**config.mk**
```make
export PLATFORM = sky130hd
export DESIGN_NAME = if_fetch
export DESIGN_NICKNAME = d
export VERILOG_FILES = /design/src/rtl/if_fetch_pkg.sv /design/src/rtl/if_fetch.sv
export SDC_FILE = /design/constraint.sdc
export NUM_CORES = 1
export LEC_CHECK = 0
export CAP_MARGIN = 40
export CORE_MARGIN = 2
export CORE_UTILIZATION = 35
export CTS_CLUSTER_SIZE = 20
export DETAILED_ROUTE_END_ITERATION = 7
export PLACE_DENSITY = 0.65
export SYNTH_ARGS = -nofsm -noshare
export SYNTH_HDL_FRONTEND = slang
export SYNTH_SLANG_ARGS = --single-unit
```
**constraint.sdc**
```tcl
create_clock -name clk -period 6.3 [get_ports clk]
set_input_delay 1.26 -clock clk [delete_from_list [all_inputs] [get_ports clk]]
set_output_delay 1.26 -clock clk [all_outputs]
set_load 0.005 [all_outputs]
```
**src/rtl/if_fetch_pkg.sv**
```systemverilog
// Shared fetch/decode definitions: reset PC, sequential step, bubble
// instruction, fetch FSM encoding and the base opcodes decode switches on.
package if_fetch_pkg;

    localparam logic [31:0] RESET_PC  = 32'h0000_0000;
    localparam int unsigned PC_STEP   = 4;
    localparam logic [31:0] NOP_INSTR = 32'h0000_0013;  // addi x0,x0,0

    localparam int unsigned XLEN = 32;

    // Fetch FSM encoding
    typedef enum logic [1:0] {
        S_IDLE = 2'd0,
        S_REQ  = 2'd1,
        S_HOLD = 2'd2,
        S_DROP = 2'd3
    } fetch_state_t;

    // Base opcodes used by the decode stage
    typedef enum logic [6:0] {
        OPC_LUI    = 7'b0110111,
        OPC_AUIPC  = 7'b0010111,
        OPC_JAL    = 7'b1101111,
        OPC_JALR   = 7'b1100111,
        OPC_BRANCH = 7'b1100011,
        OPC_LOAD   = 7'b0000011,
        OPC_STORE  = 7'b0100011,
        OPC_OP_IMM = 7'b0010011,
        OPC_OP     = 7'b0110011
    } opcode_t;

endpackage

```
**src/rtl/if_fetch.sv**
```systemverilog
// Instruction-fetch stage. Owns the fetch PC, issues instruction-memory
// requests and drives the IF/ID register. A one-entry hold buffer keeps a
// returned instruction while decode is stalled; a request outstanding when
// decode redirects is completed on the bus and its data discarded.
//
// Ports:
//   clk, reset_n            clock, async active-low reset
//   stall                   decode stalled, IF/ID holds
//   control_j, pc_j         one-cycle redirect and its target
//   imem_req, imem_addr     memory request (address stable until ack)
//   imem_ack, imem_rdata    memory response (same-cycle ack allowed)
//   pipe_pc, pipe_data,
//   pipe_valid              IF/ID register
module if_fetch #(
    parameter logic [31:0] RESET_PC  = if_fetch_pkg::RESET_PC,
    parameter int unsigned PC_STEP   = if_fetch_pkg::PC_STEP,
    parameter logic [31:0] NOP_INSTR = if_fetch_pkg::NOP_INSTR
) (
    input  logic        clk,
    input  logic        reset_n,
    input  logic        stall,
    input  logic        control_j,
    input  logic [31:0] pc_j,
    output logic        imem_req,
    output logic [31:0] imem_addr,
    input  logic        imem_ack,
    input  logic [31:0] imem_rdata,
    output logic [31:0] pipe_pc,
    output logic [31:0] pipe_data,
    output logic        pipe_valid
);

    import if_fetch_pkg::fetch_state_t;
    import if_fetch_pkg::S_IDLE;
    import if_fetch_pkg::S_REQ;
    import if_fetch_pkg::S_HOLD;
    import if_fetch_pkg::S_DROP;

    localparam logic [31:0] STEP = 32'(PC_STEP);

    fetch_state_t state, state_nxt;
    logic [31:0]  fetch_pc, fetch_pc_nxt;
    logic [31:0]  req_addr, req_addr_nxt;
    logic [31:0]  redir_pc, redir_pc_nxt;
    logic [31:0]  hold_pc, hold_pc_nxt;
    logic [31:0]  hold_data, hold_data_nxt;
    logic [31:0]  pipe_pc_nxt, pipe_data_nxt;
    logic         pipe_valid_nxt;
    logic         imem_req_nxt;
    logic [31:0]  imem_addr_nxt;
    logic [31:0]  jump_target;

    // Redirect targets are word aligned
    assign jump_target = pc_j & ~32'h0000_0003;

    // State and output registers
    always_ff @(posedge clk or negedge reset_n) begin
        if (!reset_n) begin
            state      <= S_IDLE;
            fetch_pc   <= RESET_PC;
            req_addr   <= '0;
            redir_pc   <= '0;
            hold_pc    <= '0;
            hold_data  <= '0;
            pipe_pc    <= '0;
            pipe_data  <= NOP_INSTR;
            pipe_valid <= 1'b0;
            imem_req   <= 1'b0;
            imem_addr  <= RESET_PC;
        end else begin
            state      <= state_nxt;
            fetch_pc   <= fetch_pc_nxt;
            req_addr   <= req_addr_nxt;
            redir_pc   <= redir_pc_nxt;
            hold_pc    <= hold_pc_nxt;
            hold_data  <= hold_data_nxt;
            pipe_pc    <= pipe_pc_nxt;
            pipe_data  <= pipe_data_nxt;
            pipe_valid <= pipe_valid_nxt;
            imem_req   <= imem_req_nxt;
            imem_addr  <= imem_addr_nxt;
        end
    end

    // Next state; priority is redirect, then stall, then normal flow
    always_comb begin
        state_nxt      = state;
        fetch_pc_nxt   = fetch_pc;
        req_addr_nxt   = req_addr;
        redir_pc_nxt   = redir_pc;
        hold_pc_nxt    = hold_pc;
        hold_data_nxt  = hold_data;
        pipe_pc_nxt    = pipe_pc;
        pipe_data_nxt  = pipe_data;
        pipe_valid_nxt = pipe_valid;

        // A redirect always flushes IF/ID, even under stall
        if (control_j) begin
            pipe_data_nxt  = NOP_INSTR;
            pipe_valid_nxt = 1'b0;
        end

        case (state)
            S_IDLE: begin
                state_nxt = S_REQ;
                if (control_j) begin
                    fetch_pc_nxt = jump_target;
                end
            end

            S_REQ: begin
                if (control_j) begin
                    if (imem_ack) begin
                        fetch_pc_nxt = jump_target;
                    end else begin
                        // Let the outstanding request finish, then drop it
                        req_addr_nxt = fetch_pc;
                        redir_pc_nxt = jump_target;
                        state_nxt    = S_DROP;
                    end
                end else if (imem_ack) begin
                    fetch_pc_nxt = fetch_pc + STEP;
                    if (stall) begin
                        hold_pc_nxt   = fetch_pc;
                        hold_data_nxt = imem_rdata;
                        state_nxt     = S_HOLD;
                    end else begin
                        pipe_pc_nxt    = fetch_pc;
                        pipe_data_nxt  = imem_rdata;
                        pipe_valid_nxt = 1'b1;
                    end
                end else if (!stall) begin
                    pipe_data_nxt  = NOP_INSTR;
                    pipe_valid_nxt = 1'b0;
                end
            end

            S_HOLD: begin
                if (control_j) begin
                    fetch_pc_nxt = jump_target;
                    state_nxt    = S_REQ;
                end else if (!stall) begin
                    pipe_pc_nxt    = hold_pc;
                    pipe_data_nxt  = hold_data;
                    pipe_valid_nxt = 1'b1;
                    state_nxt      = S_REQ;
                end
            end

            S_DROP: begin
                if (control_j) begin
                    redir_pc_nxt = jump_target;
                end else if (!stall) begin
                    pipe_data_nxt  = NOP_INSTR;
                    pipe_valid_nxt = 1'b0;
                end
                if (imem_ack) begin
                    fetch_pc_nxt = redir_pc_nxt;
                    state_nxt    = S_REQ;
                end
            end

            default: begin
                state_nxt = S_IDLE;
            end
        endcase

        // Bus outputs follow the state being entered
        imem_req_nxt  = (state_nxt == S_REQ) || (state_nxt == S_DROP);
        imem_addr_nxt = (state_nxt == S_DROP) ? req_addr_nxt : fetch_pc_nxt;
    end

endmodule

```
==> results_dict.tcl, run 1 <==
set metrics [dict create \
    status "complete, no violations" \
    syn_inst 999 \
    postLayoutCoreUtil_pct 45.2 \
    cts_sinks 259 \
    drt-pass1-iter-count 5 \
    ir_worst_vdd_v 0.000209 \
    ctsLongestPathBuffers 3 \
    seq_power_share_pct 45.7 \
    syn_avg_cell_area_um2 11.6 \
    crit_type "primary input to register" \
    ys_seq_area_share_pct 56.0 \
    drive_gt1_share_pct 21.2 \
    cts_hold_buf 0 \
    htree_levels 1 \
    synth.top_cell.area_share_pct 55.3 \
    drt_iter0_markers 681 \
    synth_warnings 0 \
    fin_skew_ns 0.0134 \
    power_mw 5.36 \
    port_buffers 164 \
    routedWlPerCell_um 19.2 \
    rsz0062_at_grt "false" \
    clk_pin_slew_worst_paths_ns 0.06 \
    nets 1211 \
    finalSetupViolCount 0 \
    dieHeight_um 186 \
    grt_pass1_wl_mm 47.9 \
    whs_path_depth 2 \
    start_util_pct 35.6 \
    gp_congestion 0.850 \
    synth_edf_count 0 \
    drc 0 \
    regArea_um2 6480 \
    viasPerCell 5.28 \
    slew_viol_final 0 \
    synthFlopType "dfrtp_1" \
    reg2regPathDepth 6 \
    clkPwrFrac_pct 31.4 \
    start_kind "primary input" \
    ys_types 57 \
    power_switching_share_pct 27.8 \
    dpl_cell_area_um2 13700 \
    critPathCaptureType "register" \
    dieArea_um2 34500 \
    multiInputGateArea_um2 4750 \
    syn_nets 1069 \
    grt_usage_pct 17.8 \
    synth_most_common_cell "dfrtp_1" \
    finalSetupTns_ns 0 \
    worstPathArrival_ns 4.25 \
    finalCriticalPeriod_ns 3.76 \
    ant_nets 0 \
    via_count 8474 \
    cts_root_buf "clkbuf_16" \
    leakage_nw 6.02 \
    power_density_nw_per_um2 364 \
    hp-start "pipe_data[3]" \
    r2r-start "state[0]" \
    wl_mm 30.8 \
    cts_setup_buffers 0 \
    crit_fanout 19 \
    netlist_top_cells_area "dfrtp_1 55%, mux2_2 15%, mux2i_1 2.9%, a21oi_1 2.6%, nor2_1 2.3%" \
    min_period_over_period_pct 59.7 \
    synth-seq-cells 259 \
    fill_cells 3071 \
    final_hold_viol_count 0 \
    netlist_area_um2 11600 \
    pin_count 167 \
    dp_hpwl_mm 20.7 \
    die_width_um 186 \
    hold_class "register to register" \
    cts_buffers 28 \
    worst_pin_slew_ns 0.996 \
    max_slew_margin_pct 33.6 \
    grt_pass1_vias 8493 \
    synth_top_area_cell "dfrtp_1" \
    yosys-top-cells-count "256 x dfrtp_1, 157 x mux2_2, 71 x nor2_1" \
    worstPathRequired_ns 6.78 \
    ys_async_sr_fraction_pct 100 \
    r2r_end "imem_addr[16]" \
    post_cts_resized 0 \
    core_um2 32500 \
    fp-row-count 66 \
    r2r_slack_ns 3.21 \
    grt_max_degree 132 \
    combPwrFrac_pct 22.9 \
    gr-total-overflow 0 \
    switching_power_mw 1.49 \
    p_int_mw 3.87 \
    timing.fmax_ghz 0.266 \
    area_delta_synth_final_pct 27.0 \
    clock_latency_ns 0.54 \
    fin_area_um2 14700 \
    cts_tree "built" \
    antenna_found_initial 1 \
    maxCapViolations 0 \
    hold_end "pipe_data[3]" \
]
state kept, by name, summed over array words and instances, names as in the netlist:
name,count
imem_addr,32
hold_pc,32
pipe_valid,1
hold_data,32
fetch_pc,32
pipe_data,32
pipe_pc,32
redir_pc,32
req_addr,32
state,2
layout make-up:
class / count / area share, %
well taps: 442 / 3.76
diodes: 1 / 0.0170
repair buffers: 186 / 12.8
multi-input cells: 643 / 32.3
clock inverters: 8 / 0.843
flip-flops and latches: 259 / 44.1
inverters: 23 / 0.587
clock buffers: 42 / 5.61
power by group through the flow:
stage               clock [mW]  sequential [mW]  combinational (mW)
finish                    1.68             2.45                1.23
global route              1.80             2.51                1.35
CTS                       1.72             2.45                1.24
detailed placement           0             2.47                1.23
global placement             0             2.46                1.20
floorplan                    0             2.34               0.724
how the worst max path moves through the flow:
| stage | startpoint | end | cells past startpoint |
|---|---|---|---|
| floorplan | control_j | imem_addr[12] | 6 |
| global placement | imem_ack | hold_data[6] | 6 |
| detailed placement | imem_ack | redir_pc[26] | 6 |
| CTS | imem_ack | imem_addr[22] | 8 |
| global route | imem_ack | imem_addr[7] | 8 |
| finish | imem_ack | imem_addr[22] | 8 |
cells by family after synthesis:
group / count (synthesis) / synth area share (%)
DFF: 259 / 56.0
AOI/OAI and AO/OA: 226 / 12.7
and+or+nand+nor: 217 / 9.05
muxes: 193 / 18.4
buffers and inverters: 97 / 3.27
xor gates and xnor gates: 6 / 0.454
adders and majority gates: 1 / 0.108
cell usage in the layout, fill, tap and decap left out, types with 20 or more instances in the layout:
master,synthesis,routed
a21oi_1,61,61
a22oi_1,32,32
clkbuf_16,0,29
clkdlybuf4s50_1,0,162
dfrtp_1,256,256
inv_1,23,23
mux2_2,157,157
mux2i_1,34,34
nand2_1,66,65
nor2_1,71,68
o21ai_0,43,43
o22ai_1,20,20
layer usage:
layer | vias up | share of wire [%] | GRT usage [%]
met5 | - | 0 | 0
met4 | 0 | 2.5 | 5.07
met3 | 46 | 6.1 | 2.93
met2 | 268 | 47 | 29.1
met1 | 4244 | 45 | 24.4
li1 | 3916 | - | -
critical path, cell delays in order:
cell             delay [ns]
clkdlybuf4s50_1        0.77
buf_4                  0.40
nor2b_1                0.41
o21ai_0                0.36
o21ai_1                0.46
o21ai_0                0.19
o211ai_1               0.17
mux2_2                 0.21
per-stage QoR:
step / std cells / worst slack [ns] / hold slack, ns
after global routing: 1604 / 2.32 / 0.500
after CTS: 1603 / 2.59 / 0.484
final: 1604 / 2.54 / 0.479
after global placement: 1544 / 1.86 / 0.460
after detailed placement: 1553 / 2.02 / 0.470
after floorplan: 999 / 3.26 / 0.449
Power figures use the tool's default switching activity.
==> run 2: changes to the inputs <==
- PLACE_DENSITY: 0.65 -> 0.67
- clock period: 6.3 -> 3.3 ns (I/O delays scaled with it)
==> run 2 against run 1 <==
Against the previous run: utilization grew 0.41 points; combinational power increased by 94%; die area unchanged; clock power up 82%; critical path depth down 2; global-route usage is essentially flat; clock skew rose by 0.0033 ns; total power rose by 89%; critical endpoint is now imem_addr[13]; largest cell class unchanged.
==> results_dict.tcl, run 2 (same netlist as run 1, synthesis figures left out) <==
set metrics [dict create \
    wl_mm 30.7 \
    crit_path_max_incr_delay_ns 0.82 \
    seq_power_share_pct 46.1 \
    dp_hpwl_mm 21.1 \
    grt_pass1_wl_mm 48.0 \
    port_buffers 164 \
    clk_pin_slew_worst_paths_ns 0.06 \
    start_kind "register" \
    multiInputGateArea_um2 4750 \
    cp_top_family "compound AO/OA/AOI/OAI gates" \
    worst_path_most_repeated_cell "a21oi_1" \
    cts_tree "built" \
    fp-row-count 66 \
    power_density_nw_per_um2 682 \
    switching_power_mw 2.87 \
    path_buf_inv 0 \
    dieHeight_um 186 \
    cts_buffers 29 \
    timing.fmax_ghz 0.357 \
    grt_usage_pct 17.8 \
    min_period_over_period_pct 84.9 \
    maxCapViolations 0 \
    grt_max_degree 95 \
    ir_worst_vdd_v 0.000378 \
    layout_common_cells "256 x dfrtp_1, 162 x clkdlybuf4s50_1, 157 x mux2_2" \
    clkPwrFrac_pct 30.3 \
    final_hold_viol_count 0 \
    combPwrFrac_pct 23.7 \
    worstPathRequired_ns 3.73 \
    crit_path_top_delay_cell "dfrtp_1" \
    htree_levels 1 \
    leakage_nw 6.12 \
    drive_gt1_share_pct 23.0 \
    antenna_found_initial 2 \
    cts_root_buf "clkbuf_16" \
    dp_cells 1576 \
    status "complete, no violations" \
    core_um2 32500 \
    layout_commonest_cell "dfrtp_1" \
    die_width_um 186 \
    gr-total-overflow 0 \
    drt_iter0_markers 667 \
    r2r_end "imem_addr[13]" \
    r2r-start "state[0]" \
    area_delta_synth_final_pct 28.1 \
    ant_nets 0 \
    drc 0 \
    r2r_slack_ns 0.50 \
    postLayoutCoreUtil_pct 45.6 \
    slew_viol_final 0 \
    finalSetupViolCount 0 \
    p_int_mw 7.24 \
    cts_sinks 259 \
    pin_count 167 \
    power_switching_share_pct 28.4 \
    cts_setup_buffers 0 \
    ctsLongestPathBuffers 3 \
    critPathCaptureType "register" \
    hold_class "primary input to async pin" \
    reg2regPathDepth 6 \
    worstPathArrival_ns 3.23 \
    fill_cells 3037 \
    cts_hold_buf 0 \
    finalCriticalPeriod_ns 2.80 \
    crit_type "register to register" \
    drt-pass1-iter-count 5 \
    grt_pass1_vias 8540 \
    crit_fanout 22 \
    clock_latency_ns 0.55 \
    start_util_pct 35.6 \
    crit_start "state[0]" \
    fin_skew_ns 0.0166 \
    nets 1235 \
    finalSetupTns_ns 0 \
    max_slew_margin_pct 50.7 \
    rsz0062_at_grt "false" \
    cp_cell_sequence "nand2_1 > a21oi_1 > a31o_2 > a21oi_1 > a221o_1 > mux2_2" \
    dieArea_um2 34500 \
    gp_congestion 0.862 \
    final_cells 1629 \
    worst_pin_slew_ns 0.739 \
    regArea_um2 6480 \
    viasPerCell 5.30 \
    routedWlPerCell_um 18.8 \
    via_count 8641 \
    post_cts_resized 0 \
]
run 2: changes by cell type in the layout (fill, tap and decap cells not counted), moves of 2 or more:
| cell | change |
|---|---|
| clkinv_2 | +2 |
| buf_16 | -2 |
| bufinv_16 | -3 |
| clkbuf_8 | +2 |
| clkbuf_1 | -2 |
| buf_12 | +3 |
| buf_4 | +25 |
run 2: worst max-delay path by stage:
stage / end / slack (ns) / cells past startpoint
final: imem_addr[13] / 0.50 / 6
after global routing: imem_addr[26] / 0.44 / 6
after CTS: imem_addr[26] / 0.59 / 6
after detailed placement: imem_addr[26] / 0.23 / 7
after global placement: imem_addr[26] / 0.26 / 7
after floorplan: imem_addr[12] / 0.86 / 6
run 2: power by group through the flow:
stage / combinational (mW) / sequential [mW] / clock, mW
after floorplan: 1.38 / 4.47 / 0
after global placement: 2.35 / 4.68 / 0
after detailed placement: 2.40 / 4.72 / 0
after CTS: 2.42 / 4.67 / 3.14
after global routing: 2.62 / 4.78 / 3.27
final: 2.39 / 4.66 / 3.06
run 2: final cells by class:
cell class	instances	area share, %
tap	442	3.73
antenna	1	0.0169
inverter	23	0.582
clock inverter	10	0.481
clock buffer	42	5.69
sequential	259	43.7
multi-input combinational	643	32.0
timing repair buffer	209	13.8
run 2: layer usage:
metal / vias up / GRT usage [%] / part of all wire (%) / wire [um]
li1: 3980 / - / - / -
met1: 4295 / 24.6 / 44 / 13500
met2: 308 / 29.2 / 47 / 14400
met3: 56 / 2.82 / 6.5 / 2000
met4: 2 / 4.79 / 2.4 / 731
met5: - / 0 / 0.042 / 13
run 2: through the flow:
step / setup WS, ns / area [um^2] / hold WS [ns] / total power [mW]
2_1_floorplan: 0.859 / 11600 / 0.364 / 5.85
3_3_place_gp: 0.258 / 13900 / 0.460 / 7.03
3_5_place_dp: 0.228 / 13900 / 0.469 / 7.12
4_1_cts: 0.594 / 14800 / 0.172 / 10.2
5_1_grt: 0.437 / 14800 / 0.196 / 10.7
6_report: 0.499 / 14800 / 0.139 / 10.1
==> run 3: changes to the inputs <==
- PLACE_DENSITY: 0.67 -> 0.65
- clock period: 3.3 -> 2.9 ns (I/O delays scaled with it)
==> run 3 against run 2 <==
Against the previous run: critical path depth decreased by 4; total power grew 15%; clock power up 14%; utilization grew 0.84 points; first-iteration DRC count fell by 2.7%; design area is 1.8% higher; critical path type is now register to output port; critical endpoint is now imem_req.
==> results_dict.tcl, run 3 (same netlist as run 1, synthesis figures left out) <==
set metrics [dict create \
    post_cts_resized 0 \
    layout_common_cells "256 x dfrtp_1, 162 x clkdlybuf4s50_1, 157 x mux2_2" \
    pin_count 167 \
    status "complete, no violations" \
    worstPathRequired_ns 2.32 \
    worst_pin_slew_ns 0.691 \
    dp_hpwl_mm 21.7 \
    cts_setup_buffers 0 \
    area_delta_synth_final_pct 30.5 \
    drt_iter0_markers 649 \
    slew_viol_final 0 \
    ant_nets 0 \
    fin_area_um2 15100 \
    clock_latency_ns 0.55 \
    grt_pass1_vias 8645 \
    fill_cells 3009 \
    crit_path_top_delay_cell "clkdlybuf4s50_1" \
    cts_root_buf "clkbuf_16" \
    clk_pin_slew_worst_paths_ns 0.06 \
    r2r_slack_ns 0.44 \
    worstPathArrival_ns 2.02 \
    cts_sinks 259 \
    cp_top_family "buffers and inverters" \
    ir_worst_vdd_v 0.000428 \
    path_buf_inv 2 \
    crit_type "register to output port" \
    fp-row-count 66 \
    drt-pass1-iter-count 5 \
    drive_gt1_share_pct 24.8 \
    routedWlPerCell_um 18.8 \
    drc 0 \
    critPathCaptureType "output port" \
    min_period_over_period_pct 89.6 \
    gp_congestion 0.865 \
    finalSetupTns_ns 0 \
    cp_cell_sequence "buf_4 > clkdlybuf4s50_1" \
    grt_pass1_wl_mm 48.7 \
    dpl_cell_area_um2 14200 \
    nets 1261 \
    final_hold_viol_count 0 \
    die_width_um 186 \
    start_kind "register" \
    setup_slack_ns 0.302 \
    power_density_nw_per_um2 768 \
    layout_commonest_cell "dfrtp_1" \
    r2r-start "fetch_pc[9]" \
    fin_skew_ns 0.0177 \
    maxCapViolations 0 \
    finalCriticalPeriod_ns 2.60 \
    antenna_found_initial 1 \
    hold_class "primary input to async pin" \
    ctsLongestPathBuffers 3 \
    grt_usage_pct 18.0 \
    crit_start "state[0]" \
    via_count 8707 \
    max_slew_margin_pct 53.9 \
    finalSetupViolCount 0 \
    gr-total-overflow 0 \
    dieHeight_um 186 \
    crit_path_max_incr_delay_ns 0.58 \
    final_cells 1655 \
    crit_fanout 20 \
    cts_buffers 28 \
    wl_mm 31.2 \
    viasPerCell 5.26 \
    timing.fmax_ghz 0.385 \
    htree_levels 1 \
    cts_tree "built" \
    post-place-ws_ns 0.0512 \
    dp_cells 1603 \
    port_buffers 164 \
    rsz0062_at_grt "false" \
    leakage_nw 6.28 \
    dieArea_um2 34500 \
    grt_max_degree 82 \
    start_util_pct 35.6 \
    core_um2 32500 \
    cts_hold_buf 0 \
]
-- run 3: cell types whose count changed in the layout (fill, tap and decap cells not counted), sizes merged --
cell,delta
clkbuf,-2
clkinvlp,-3
bufinv,+1
clkinv,+6
inv,-3
buf,+27
-- run 3: worst reg2reg max path: cells and delay by family, from the launching register on --
kind | cells | cell delay, ns
muxes | 2 | 0.37
and+or+nand+nor | 3 | 1.07
DFF | 1 | 0.58
AOI/OAI and AO/OA | 1 | 0.31
-- run 3: through the flow --
step / hold slack (ns) / utilization (%) / total power [mW]
floorplan: 0.284 / - / 6.66
global placement: 0.461 / 43.6 / 8.09
detailed placement: 0.465 / 43.6 / 8.18
CTS: 0.0716 / 46.4 / 11.7
global route: 0.0938 / 46.4 / 12.2
finish: 0.0431 / 46.4 / 11.6
-- run 3: power by group --
group          leakage [nW]  switching [mW]  total (mW)  internal [mW]
Combinational          2.71            1.18        2.84           1.66
Clock                 0.460            1.43        3.49           2.06
Sequential             3.12           0.640        5.26           4.62
Total                  6.28            3.25        11.6           8.34
-- run 3: final cells by class --
cell class	instances	area (um^2)	share of cell area [%]
clock buffers	40	827	5.48
clock inverters	11	83.8	0.555
flip-flops and latches	259	6480	42.9
multi-input cells	643	4750	31.4
inverters	23	86.3	0.572
repair buffers	236	2320	15.4
diodes	1	2.50	0.0166
well taps	442	553	3.66
-- run 3: worst paths after layout --
check,to,cells after the start
setup reg to reg,imem_addr[26],6
max in group asynchronous,imem_addr[13],2
setup / recovery,imem_req,2
hold / removal,pipe_data[6],1
min in group clk,pipe_data[3],2
hold reg to reg,pipe_data[3],2
-- run 3: per-layer routing --
metal	global-route usage, %	routed length, um	vias to the layer above
li1	-	-	4029
met1	25.6	13800	4338
met2	29.2	14600	300
met3	2.60	2020	40
met4	4.09	695	0
met5	0	0	-
